File: src/rtl/idct_pass_engine_pkg.sv
// Shared types and constants for the IDCT pass engine: FSM states, mode codes
// and the cosine coefficient tables for N=8 and N=4.
package idct_pass_engine_pkg;

  typedef enum logic [1:0] {
    ST_IDLE,
    ST_RUN,
    ST_DRAIN,
    ST_DONE
  } state_t;

  localparam logic MODE_ROW = 1'b0;
  localparam logic MODE_COL = 1'b1;

  // round(4096*sqrt(2/N)*cos(m*pi/(2N))) for the first quadrant; DC column separate.
  localparam int COS8_TAB [0:8] = '{2048, 2009, 1892, 1703, 1448, 1138, 784, 400, 0};
  localparam int DC8 = 1448;
  localparam int COS4_TAB [0:4] = '{2896, 2676, 2048, 1108, 0};
  localparam int DC4 = 2048;

  // C[r][c] built from the quadrant table using cosine symmetry.
  function automatic int idct_coef(input int n, input int r, input int c);
    int  m;
    int  period;
    int  mag;
    bit  neg;
    period = 4 * n;
    neg    = 1'b0;
    if (c == 0) begin
      return (n == 4) ? DC4 : DC8;
    end
    m = ((2 * r + 1) * c) % period;
    if (m > 2 * n) m = period - m;
    if (m > n) begin
      m   = 2 * n - m;
      neg = 1'b1;
    end
    mag = (n == 4) ? COS4_TAB[m] : COS8_TAB[m];
    return neg ? -mag : mag;
  endfunction

endpackage

File: src/rtl/Multiplier.sv
// Signed combinational multiplier; full-width product.
module Multiplier #(
  parameter int A_W = 16,
  parameter int B_W = 13
) (
  input  logic signed [A_W-1:0]     op_a,
  input  logic signed [B_W-1:0]     op_b,
  output logic signed [A_W+B_W-1:0] product
);

  assign product = op_a * op_b;

endmodule

File: src/rtl/idct_coef_rom.sv
// Combinational cosine coefficient ROM: coef = C[k][col].
module idct_coef_rom
  import idct_pass_engine_pkg::*;
#(
  parameter int N      = 8,
  parameter int COEF_W = 13,
  parameter int IDX_W  = $clog2(N)
) (
  input  logic [IDX_W-1:0]         k,
  input  logic [IDX_W-1:0]         col,
  output logic signed [COEF_W-1:0] coef
);

  always_comb begin
    coef = COEF_W'(idct_coef(N, int'(k), int'(col)));
  end

endmodule

File: src/rtl/idct_pass_engine.sv
// One-pass NxN IDCT matrix engine: row pass T=A*C or column pass S=C^T*A,
// LANES outputs per group, results scaled and written back one word per cycle.
module idct_pass_engine
  import idct_pass_engine_pkg::*;
#(
  parameter int N         = 8,
  parameter int LANES     = 2,
  parameter int DATA_W    = 16,
  parameter int COEF_W    = 13,
  parameter int ACC_W     = 32,
  parameter int OUT_W     = 16,
  parameter int SHIFT_ROW = 8,
  parameter int SHIFT_COL = 16
) (
  input  logic                      CLOCK_50_I,
  input  logic                      Resetn,
  input  logic                      start,
  input  logic                      mode,
  output logic                      busy,
  output logic                      done,
  output logic [2*$clog2(N)-1:0]    rd_addr,
  input  logic signed [DATA_W-1:0]  rd_data,
  output logic [2*$clog2(N)-1:0]    wr_addr,
  output logic [OUT_W-1:0]          wr_data,
  output logic                      wr_en
);

  localparam int IDX_W  = $clog2(N);
  localparam int ADDR_W = 2 * IDX_W;
  localparam int PROD_W = DATA_W + COEF_W;
  localparam int DL_W   = $clog2(LANES) + 1;

  localparam logic signed [ACC_W-1:0] SAT_MAX  = {{(ACC_W-OUT_W+1){1'b0}}, {(OUT_W-1){1'b1}}};
  localparam logic signed [ACC_W-1:0] SAT_MIN  = {{(ACC_W-OUT_W+1){1'b1}}, {(OUT_W-1){1'b0}}};
  localparam logic signed [ACC_W-1:0] CLIP_MAX = ACC_W'(255);

  state_t state_reg, state_next;
  logic   mode_reg;

  // Issue position: k innermost, then group base b, then outer index o.
  logic [IDX_W-1:0] k_reg, b_reg, o_reg;
  logic [IDX_W-1:0] k_next, b_next, o_next;
  logic             issue_last;
  logic [ADDR_W-1:0] rd_addr_reg;

  // Position of the read whose data is on rd_data this cycle.
  logic             valid_d_reg;
  logic [IDX_W-1:0] k_d_reg, b_d_reg, o_d_reg;
  logic             group_end;

  logic signed [ACC_W-1:0] acc_reg       [LANES];
  logic signed [ACC_W-1:0] sum           [LANES];
  logic signed [ACC_W-1:0] drain_buf_reg [LANES];
  logic [IDX_W-1:0]        drain_b_reg, drain_o_reg;
  logic [DL_W-1:0]         drain_lane_reg;
  logic signed [ACC_W-1:0] drain_word;
  logic [IDX_W-1:0]        drain_col;
  logic [ADDR_W-1:0]       drain_addr;

  logic              wr_en_reg;
  logic [ADDR_W-1:0] wr_addr_reg;
  logic [OUT_W-1:0]  wr_data_reg;

  function automatic logic [OUT_W-1:0] format_word(input logic signed [ACC_W-1:0] acc,
                                                   input logic md);
    logic signed [ACC_W-1:0] sh;
    format_word = '0;
    if (md == MODE_ROW) begin
      sh = acc >>> SHIFT_ROW;
      if (sh > SAT_MAX)      format_word = SAT_MAX[OUT_W-1:0];
      else if (sh < SAT_MIN) format_word = SAT_MIN[OUT_W-1:0];
      else                   format_word = sh[OUT_W-1:0];
    end else begin
      sh = acc >>> SHIFT_COL;
      if (sh[ACC_W-1])        format_word = '0;
      else if (sh > CLIP_MAX) format_word = OUT_W'(8'hFF);
      else                    format_word = OUT_W'(sh[7:0]);
    end
  endfunction

  assign busy    = (state_reg == ST_RUN) || (state_reg == ST_DRAIN);
  assign done    = (state_reg == ST_DONE);
  assign rd_addr = rd_addr_reg;
  assign wr_addr = wr_addr_reg;
  assign wr_data = wr_data_reg;
  assign wr_en   = wr_en_reg;

  assign issue_last = (k_reg == IDX_W'(N-1)) && (b_reg == IDX_W'(N-LANES)) &&
                      (o_reg == IDX_W'(N-1));
  assign group_end  = valid_d_reg && (k_d_reg == IDX_W'(N-1));

  always_comb begin
    k_next = k_reg + IDX_W'(1);
    b_next = b_reg;
    o_next = o_reg;
    if (k_reg == IDX_W'(N-1)) begin
      k_next = '0;
      if (b_reg == IDX_W'(N-LANES)) begin
        b_next = '0;
        o_next = o_reg + IDX_W'(1);
      end else begin
        b_next = b_reg + IDX_W'(LANES);
      end
    end
  end

  genvar gi;
  generate
    for (gi = 0; gi < LANES; gi++) begin : g_lane
      logic [IDX_W-1:0]         rom_col;
      logic signed [COEF_W-1:0] coef;
      logic signed [PROD_W-1:0] prod;
      logic signed [ACC_W-1:0]  prod_ext;
      logic signed [ACC_W-1:0]  acc_base;

      assign rom_col = b_d_reg + IDX_W'(gi);

      idct_coef_rom #(.N(N), .COEF_W(COEF_W)) u_rom (
        .k    (k_d_reg),
        .col  (rom_col),
        .coef (coef)
      );

      Multiplier #(.A_W(DATA_W), .B_W(COEF_W)) u_mul (
        .op_a    (rd_data),
        .op_b    (coef),
        .product (prod)
      );

      assign prod_ext = ACC_W'(prod);
      // k=0 starts a fresh group, so the previous sum is discarded in-line.
      assign acc_base = (k_d_reg == '0) ? '0 : acc_reg[gi];
      assign sum[gi]  = acc_base + prod_ext;
    end
  endgenerate

  always_comb begin
    drain_word = '0;
    for (int l = 0; l < LANES; l++) begin
      if (drain_lane_reg == DL_W'(l)) drain_word = drain_buf_reg[l];
    end
    drain_col  = drain_b_reg + IDX_W'(drain_lane_reg);
    drain_addr = (mode_reg == MODE_COL) ? {drain_col, drain_o_reg} : {drain_o_reg, drain_col};
  end

  always_ff @(posedge CLOCK_50_I or negedge Resetn) begin
    if (!Resetn) state_reg <= ST_IDLE;
    else         state_reg <= state_next;
  end

  always_comb begin
    state_next = state_reg;
    case (state_reg)
      ST_IDLE:  if (start) state_next = ST_RUN;
      ST_RUN:   if (issue_last) state_next = ST_DRAIN;
      ST_DRAIN: if (!valid_d_reg && (drain_lane_reg == DL_W'(LANES))) state_next = ST_DONE;
      ST_DONE:  state_next = ST_IDLE;
      default:  state_next = ST_IDLE;
    endcase
  end

  always_ff @(posedge CLOCK_50_I or negedge Resetn) begin
    if (!Resetn) begin
      mode_reg       <= MODE_ROW;
      k_reg          <= '0;
      b_reg          <= '0;
      o_reg          <= '0;
      rd_addr_reg    <= '0;
      valid_d_reg    <= 1'b0;
      k_d_reg        <= '0;
      b_d_reg        <= '0;
      o_d_reg        <= '0;
      for (int l = 0; l < LANES; l++) begin
        acc_reg[l]       <= '0;
        drain_buf_reg[l] <= '0;
      end
      drain_b_reg    <= '0;
      drain_o_reg    <= '0;
      drain_lane_reg <= DL_W'(LANES);
      wr_en_reg      <= 1'b0;
      wr_addr_reg    <= '0;
      wr_data_reg    <= '0;
    end else begin
      valid_d_reg <= (state_reg == ST_RUN);

      if ((state_reg == ST_IDLE) && start) begin
        mode_reg    <= mode;
        k_reg       <= '0;
        b_reg       <= '0;
        o_reg       <= '0;
        rd_addr_reg <= '0;
      end

      if (state_reg == ST_RUN) begin
        k_d_reg     <= k_reg;
        b_d_reg     <= b_reg;
        o_d_reg     <= o_reg;
        k_reg       <= k_next;
        b_reg       <= b_next;
        o_reg       <= o_next;
        rd_addr_reg <= (mode_reg == MODE_COL) ? {k_next, o_next} : {o_next, k_next};
      end

      if (valid_d_reg) begin
        for (int l = 0; l < LANES; l++) acc_reg[l] <= sum[l];
      end

      // Lane 0 goes out directly; the remaining lanes follow from the drain buffer.
      if (group_end) begin
        wr_en_reg      <= 1'b1;
        wr_addr_reg    <= (mode_reg == MODE_COL) ? {b_d_reg, o_d_reg} : {o_d_reg, b_d_reg};
        wr_data_reg    <= format_word(sum[0], mode_reg);
        for (int l = 0; l < LANES; l++) drain_buf_reg[l] <= sum[l];
        drain_b_reg    <= b_d_reg;
        drain_o_reg    <= o_d_reg;
        drain_lane_reg <= DL_W'(1);
      end else if (drain_lane_reg != DL_W'(LANES)) begin
        wr_en_reg      <= 1'b1;
        wr_addr_reg    <= drain_addr;
        wr_data_reg    <= format_word(drain_word, mode_reg);
        drain_lane_reg <= drain_lane_reg + DL_W'(1);
      end else begin
        wr_en_reg <= 1'b0;
      end
    end
  end

endmodule

File: config.mk
export PLATFORM = sky130hd
export DESIGN_NAME = idct_pass_engine
export DESIGN_NICKNAME = d
export VERILOG_FILES = /design/src/rtl/idct_pass_engine_pkg.sv /design/src/rtl/Multiplier.sv /design/src/rtl/idct_coef_rom.sv /design/src/rtl/idct_pass_engine.sv
export SDC_FILE = /design/constraint.sdc
export NUM_CORES = 2
export LEC_CHECK = 0
export CORE_MARGIN = 2
export CORE_UTILIZATION = 51
export CTS_CLUSTER_DIAMETER = 100
export DETAILED_ROUTE_END_ITERATION = 12
export PLACE_DENSITY_LB_ADDON = 0.2
export SLEW_MARGIN = 10
export SYNTH_ARGS = -nofsm -noshare
export SYNTH_HDL_FRONTEND = slang
export SYNTH_SLANG_ARGS = --single-unit
File: constraint.sdc
create_clock -name CLOCK_50_I -period 14.15 [get_ports CLOCK_50_I]
set_input_delay 2.1225 -clock CLOCK_50_I [delete_from_list [all_inputs] [get_ports CLOCK_50_I]]
set_output_delay 2.1225 -clock CLOCK_50_I [all_outputs]
set_load 0.05 [all_outputs]
**After elaboration in Yosys (flattened, before gate mapping)**

Memory sizes are Yosys's and may differ from the RTL's.
Index checks and enable logic that the tools add are counted.

- $add $sub $neg: 15
- $mul: 4
- $lt $le $gt $ge: 12
- Eq/ne operators: 14
- Mux-type cells: 64
- Bitwise gates (word level): 4
- Reduce and logical (&&, ||, !) cells: 18

Operators by type and width:

| operator | number |
|---|---|
| two-way mux 32 bit | 12 |
| two-way mux 16 bit | 8 |
| two-way mux 13 bit | 8 |
| adder 32 x 29 -> 32 bit | 2 |
| greater-or-equal comparator 32 x 5 -> 1 bit, second input constant | 2 |
| greater-than comparator 32 x 5 -> 1 bit, second input constant | 2 |
| multiplier 32 x 4 -> 32 bit | 2 |
| NOT 32 bit | 2 |
| subtractor 6 x 32 -> 32 bit, first input constant | 2 |
| multiplier 16 x 13 -> 29 bit | 2 |
| greater-than comparator 24 x 16 -> 1 bit, second input constant | 2 |
| < comparator 24 x 16 -> 1 bit, second input constant | 2 |
| two-way mux 6 bit | 7 |
| greater-than comparator 16 x 9 -> 1 bit, second input constant | 2 |
| two-way mux 8 bit | 4 |
| two-way mux 3 bit | 9 |
| negator 13 bit | 2 |
| two-way mux 11 bit | 2 |
| subtractor 7 x 6 -> 8 bit, first input constant | 2 |
| == test 3 bit, second input constant | 4 |
| greater-than comparator 6 bit, second input constant | 2 |
| two-way mux 2 bit | 5 |
| OR reduction 5 bit | 2 |
| adder 3 x 1 -> 3 bit, second input constant | 3 |
| 19 further kinds | 41 |

- Register bits: 187
- Memory bits (read-only): 1,024
- Input bits: 20
- Word-level logic and storage cells: 153
- Memories: 2

Memory list:

| memory | words | bits a word | read ports | clocked after memory_dff | wr ports | RTL line | RTL |
|---|---|---|---|---|---|---|---|
| (name not given) | 16 | 32 | 1 | 0 | 0 | idct_pass_engine_pkg.sv:38 | `mag = (n == 4) ? COS4_TAB[m] : COS8_TAB[m];` |
| (name not given) | 16 | 32 | 1 | 0 | 0 | idct_pass_engine_pkg.sv:38 |  |

**Depth between registers and ports, before layout**

- Depth in word-level cells: 24
- Depth in mapped cells: 43
- Mapped depth without buffers: 39

**By module**

A second synthesis with hierarchy kept.

- Cells, all modules: 3,283
- Area total of the unflattened synthesis: 28,863.9 um^2

By module, submodules not included:

| module | times used | cells each | area each (um^2) | seq. area each (um^2) |
|---|---|---|---|---|
| idct_pass_engine | 1 | 1,290 | 11,328.4 | 4,205.3 |
| Multiplier at g_lane[1].u_mul | 1 | 842 | 7,636.1 | 0.0 |
| Multiplier at g_lane[0].u_mul | 1 | 839 | 7,619.8 | 0.0 |
| idct_coef_rom at g_lane[0].u_rom | 1 | 162 | 1,211.2 | 0.0 |
| idct_coef_rom at g_lane[1].u_rom | 1 | 150 | 1,068.5 | 0.0 |

**Least setup slack after synthesis**

No wires, ideal clock.

- Kind: register -> register
- From: reg b_d_reg[1]
- To: reg wr_data_reg[0], in the netlist wr_data[0]
- Setup time: 0.087 ns
- Arrival: 10.728 ns
- Setup slack: 3.335 ns
- Stages on the path, launching flop included: 37
- Cells stage by stage: dfrtp_1 > clkbuf_1 > clkbuf_1 > and2_1 > ha_1 > ha_1 > xnor3_1 > xor2_1 > maj3_1 > a32oi_1 > nor3b_1 > inv_1 > ha_1 > nor2_1 > xnor2_1 > o21ai_1 > and2_1 > fa_1 > inv_1 > fa_1 > fa_1 > fa_1 > fa_1 > inv_1 > fa_1 > ha_1 > buf_2 > a21o_1 > a221oi_2 > a21oi_1 > or4_1 > o211ai_1 > nor2_1 > or4b_4 > o41ai_4 > nand2_4 > o211ai_1

- Longest elaborated chain between the ends: 23

Ends and longest elaborated chain:

| element | RTL line | RTL |
|---|---|---|
| start, declared | idct_pass_engine.sv:48 | `logic [IDX_W-1:0] k_d_reg, b_d_reg, o_d_reg;` |
| start signal, assigned | idct_pass_engine.sv:196 | `b_d_reg <= b_reg;` |
| multiplier 32 x 4 -> 32 bit | idct_pass_engine_pkg.sv:32 | `m = ((2 * r + 1) * c) % period;` |
| OR reduction 5 bit (no line) | - |  |
| AND 1 bit (no line) | - |  |
| subtractor 7 x 6 -> 8 bit / greater-than comparator 6 bit (equally long branches) | idct_pass_engine_pkg.sv:33 | `if (m > 2 * n) m = period - m;` |
| two-way mux 32 bit | idct_pass_engine_pkg.sv:33 |  |
| two-way mux 32 bit | idct_pass_engine_pkg.sv:32 |  |
| greater-than comparator 32 x 5 -> 1 bit / subtractor 6 x 32 -> 32 bit (equally long branches) | idct_pass_engine_pkg.sv:34, idct_pass_engine_pkg.sv:35 |  |
| two-way mux 32 bit | idct_pass_engine_pkg.sv:34 | `if (m > n) begin` |
| [7 not listed] | - |  |
| two-way mux 13 bit (*) | idct_pass_engine_pkg.sv:32 |  |
| multiplier 16 x 13 -> 29 bit (*) | Multiplier.sv:11 | `assign product = op_a * op_b;` |
| adder 32 x 29 -> 32 bit (*) | idct_pass_engine.sv:133 | `assign sum[gi] = acc_base + prod_ext;` |
| < comparator 24 x 16 -> 1 bit / greater-than comparator 16 x 9 -> 1 bit (equally long branches) | idct_pass_engine.sv:71, idct_pass_engine.sv:76 |  |
| two-way mux 16 bit / two-way mux 8 bit (equally long branches) | idct_pass_engine.sv:71, idct_pass_engine.sv:76 |  |
| two-way mux 16 bit / two-way mux 8 bit (equally long branches) | idct_pass_engine.sv:70, idct_pass_engine.sv:75 |  |
| two-way mux 16 bit (*) | idct_pass_engine.sv:68 | `if (md == MODE_ROW) begin` |
| two-way mux 16 bit (*) | idct_pass_engine.sv:209 | `if (group_end) begin` |
| end signal, assigned | idct_pass_engine.sv:212 | `wr_data_reg <= format_word(sum[0], mode_reg);` |
| end signal, assigned | idct_pass_engine.sv:220 | `wr_data_reg <= format_word(drain_word, mode_reg);` |
| end, declared | idct_pass_engine.sv:62 | `logic [OUT_W-1:0] wr_data_reg;` |

Every way passes the cells marked *; elsewhere a longest branch is shown, timed or not. The select of a mux whose other input is x is not followed.
A chain may end at the register's enable or synchronous reset.

**Final worst setup path**

- From: reg b_d_reg[1]
- To: reg wr_data_reg[7], in the netlist wr_data[7]

The elaborated chain is that of the path after synthesis.

==> results.json <==
{
  "dr.pass1.iters": 5,
  "synthFlopType": "dfrtp_1",
  "route.detailed.vias_per_inst": 5.44,
  "start_kind": "flip-flop",
  "cts-buffers-inserted": 17,
  "port_buffers": 50,
  "drcViolationCount": 0,
  "worstMarginPinSlew_ns": 1.20,
  "cts_resized": 0,
  "yosysSeqAreaShare": 0.154,
  "avgSynthCellArea_sq_um": 9.35,
  "grt_pass1_wl_mm": 112,
  "ant_nets": 0,
  "fmax_mhz": 79.7,
  "yosys_warnings": 0,
  "critPathMaxStageDelay_ns": 0.78,
  "post-dp-hpwl_mm": 51.9,
  "clkSinkCount": 168,
  "critPathMaxFanout": 21,
  "n_fill_cell": 4778,
  "grt_pass1_vias": 21999,
  "regArea_sq_um": 4210,
  "cpMostUsedCell": "fa_1",
  "drv_slew": 0,
  "min_period_ns": 12.55,
  "maxSlewHeadroom": 0.196,
  "grt_overflow_total": 0,
  "hold_viol": 0,
  "clk_transition_reported_paths_ns": 0.09,
  "drt-total-wl_mm": 65.1,
  "antenna_found_initial": 1,
  "utilization": 0.557,
  "crit_required_ns": 14.45,
  "multi_input_area_sq_um": 20800,
  "met2_length_mm": 32.7,
  "dp.cells": 3637,
  "yosysTopAreaCellShare": 0.362,
  "crit_family": "adder cells",
  "diodes": 0,
  "synth.largest_area_cell": "fa_1",
  "crit_cells": 34,
  "ios": 51,
  "whs_ns": 0.486,
  "routed.top_layer": "met4",
  "wl_met1_mm": 27.1,
  "grt.total_usage": 0.253,
  "timing.final.crit_share": 0.887,
  "hold_buffers": 0,
  "skew_ns": 0.0187,
  "cts_max_path_buffers": 2,
  "fp-row-count": 84,
  "instances_no_fill": 3669,
  "ys_ff_latch": 168,
  "setup_viol": 0,
  "worstHoldPathCells": 2,
  "synth_cells": 2924,
  "wl_met3_mm": 3.40,
  "syn2layout_area_growth_pct": 7.47,
  "maxCapViolCount": 0,
  "cts-root-buf": "clkbuf_16",
  "fin_nets": 3698,
  "cts_tree": "yes",
  "crit_arrival_ns": 12.86,
  "vias": 19956,
  "path_buf_inv": 5,
  "crit_slowest_cell": "dfrtp_1",
  "min_path_type": "flip-flop to flip-flop",
  "largest_reg_flops": 64,
  "wl_per_cell_um": 17.7,
  "clk_latency_ns": 0.47,
  "rsz0062_at_grt": "false",
  "cts_setup_buffers": 0,
  "die_h_um": 236,
  "ys_top_cells_by_area": "fa_1 36%, dfrtp_1 15%, ha_1 9.8%",
  "status": "complete, no violations",
  "tns_ns": 0,
  "postSynth.asyncResetShare": 1.00,
  "die_x_um": 236,
  "worstSetupPathType": "flip-flop to flip-flop",
  "yosysUniqueCellTypes": 83,
  "core_sq_um": 52800,
  "gp_congestion": 0.895,
  "syn_area_sq_um": 27300,
  "grt_max_degree": 90,
  "drt-initial-drc-count": 1153,
  "start_util": 0.518,
  "critPathCaptureType": "flip-flop",
  "htreeDepth": 4,
  "r2r_cells": 34,
  "dieArea_sq_um": 55500,
  "synth_edf_count": 0,
  "final_layout_size_suffix_gt1_frac": 0.0483
}
[final timing paths]
path / startpoint / to / slack (ns)
max: b_d_reg[1] / wr_data[7] / 1.60
min: drain_buf_reg[47] / drain_buf_reg[47] / 0.49
max reg2reg: b_d_reg[1] / wr_data[7] / 1.60
min reg2reg: drain_buf_reg[47] / drain_buf_reg[47] / 0.49
max in group asynchronous: Resetn / acc_reg[1] / 10.60
min in group asynchronous: Resetn / wr_data[11] / 1.60
[metal layers]
metal,GRT usage,vias to the layer above
li1,-,9115
met1,0.326,10283
met2,0.435,443
met3,0.0432,115
met4,0.0791,0
met5,0,-
[Yosys cell counts (21+ instances only)]
library cell and count:
nand2_1 386, nand2b_1 35, a21o_1 22, inv_1 552, nor2_1 108, dfrtp_1 167, xor2_1 35, o21ai_1 21
a22oi_1 24, ha_1 215, a21oi_1 84, o21ai_0 114, clkbuf_1 106, xnor2_1 59, mux2_2 42, and2_1 145
mux2i_1 39, fa_1 495, nor2b_1 40
[metrics by stage]
stage	setup slack [ns]	area (sq um)
2_1_floorplan	3.33	27500
3_3_place_gp	1.87	28800
3_5_place_dp	1.40	28800
4_1_cts	1.31	29400
5_1_grt	0.580	29400
6_report	1.60	29400
[worst reg2reg max path: cells and delay by family (launching register included)]
family,cells,cell delay (ns)
buffers and inverters,5,0.89
AND/OR/NAND/NOR,8,2.99
multiplexers,1,0.08
flip-flops,1,0.78
adder cells (fa/ha/maj),11,4.51
AO/OA/AOI/OAI,6,2.13
XOR/XNOR,3,1.01
[cell families after synthesis]
logic type,count (synthesis),share of synthesized area
AND/OR/NAND/NOR,823,0.144
adder cells (fa/ha/maj),711,0.461
buffers and inverters,671,0.0930
AO/OA/AOI/OAI,372,0.0845
flip-flops,168,0.154
XOR/XNOR,96,0.0318
multiplexers,81,0.0316
other,2,0.000275
[area by class of cell]
type                       count  share of cell area
sequential                   168               0.143
clock inverter                15             0.00664
clock buffer                  17              0.0145
multi-input combinational   2138               0.708
timing repair buffer          91              0.0275
inverter                     552              0.0705
tap                          688              0.0293
[layout by cell type (no fill, tap or decap), types with 49 or more instances in the layout]
master / Yosys / routed
nand2_1: 386 / 386
dfrtp_1: 167 / 166
inv_1: 552 / 552
fa_1: 495 / 495
ha_1: 215 / 215
conb_1: 2 / 55
a21oi_1: 84 / 82
and2_1: 145 / 145
nor2_1: 108 / 106
xnor2_1: 59 / 59
o21ai_0: 114 / 114
clkdlybuf4s50_1: 0 / 49
Power is left out: the tool's default activity adds up to more than one toggle a clock period on the data nets, which glitch-free logic cannot reach.
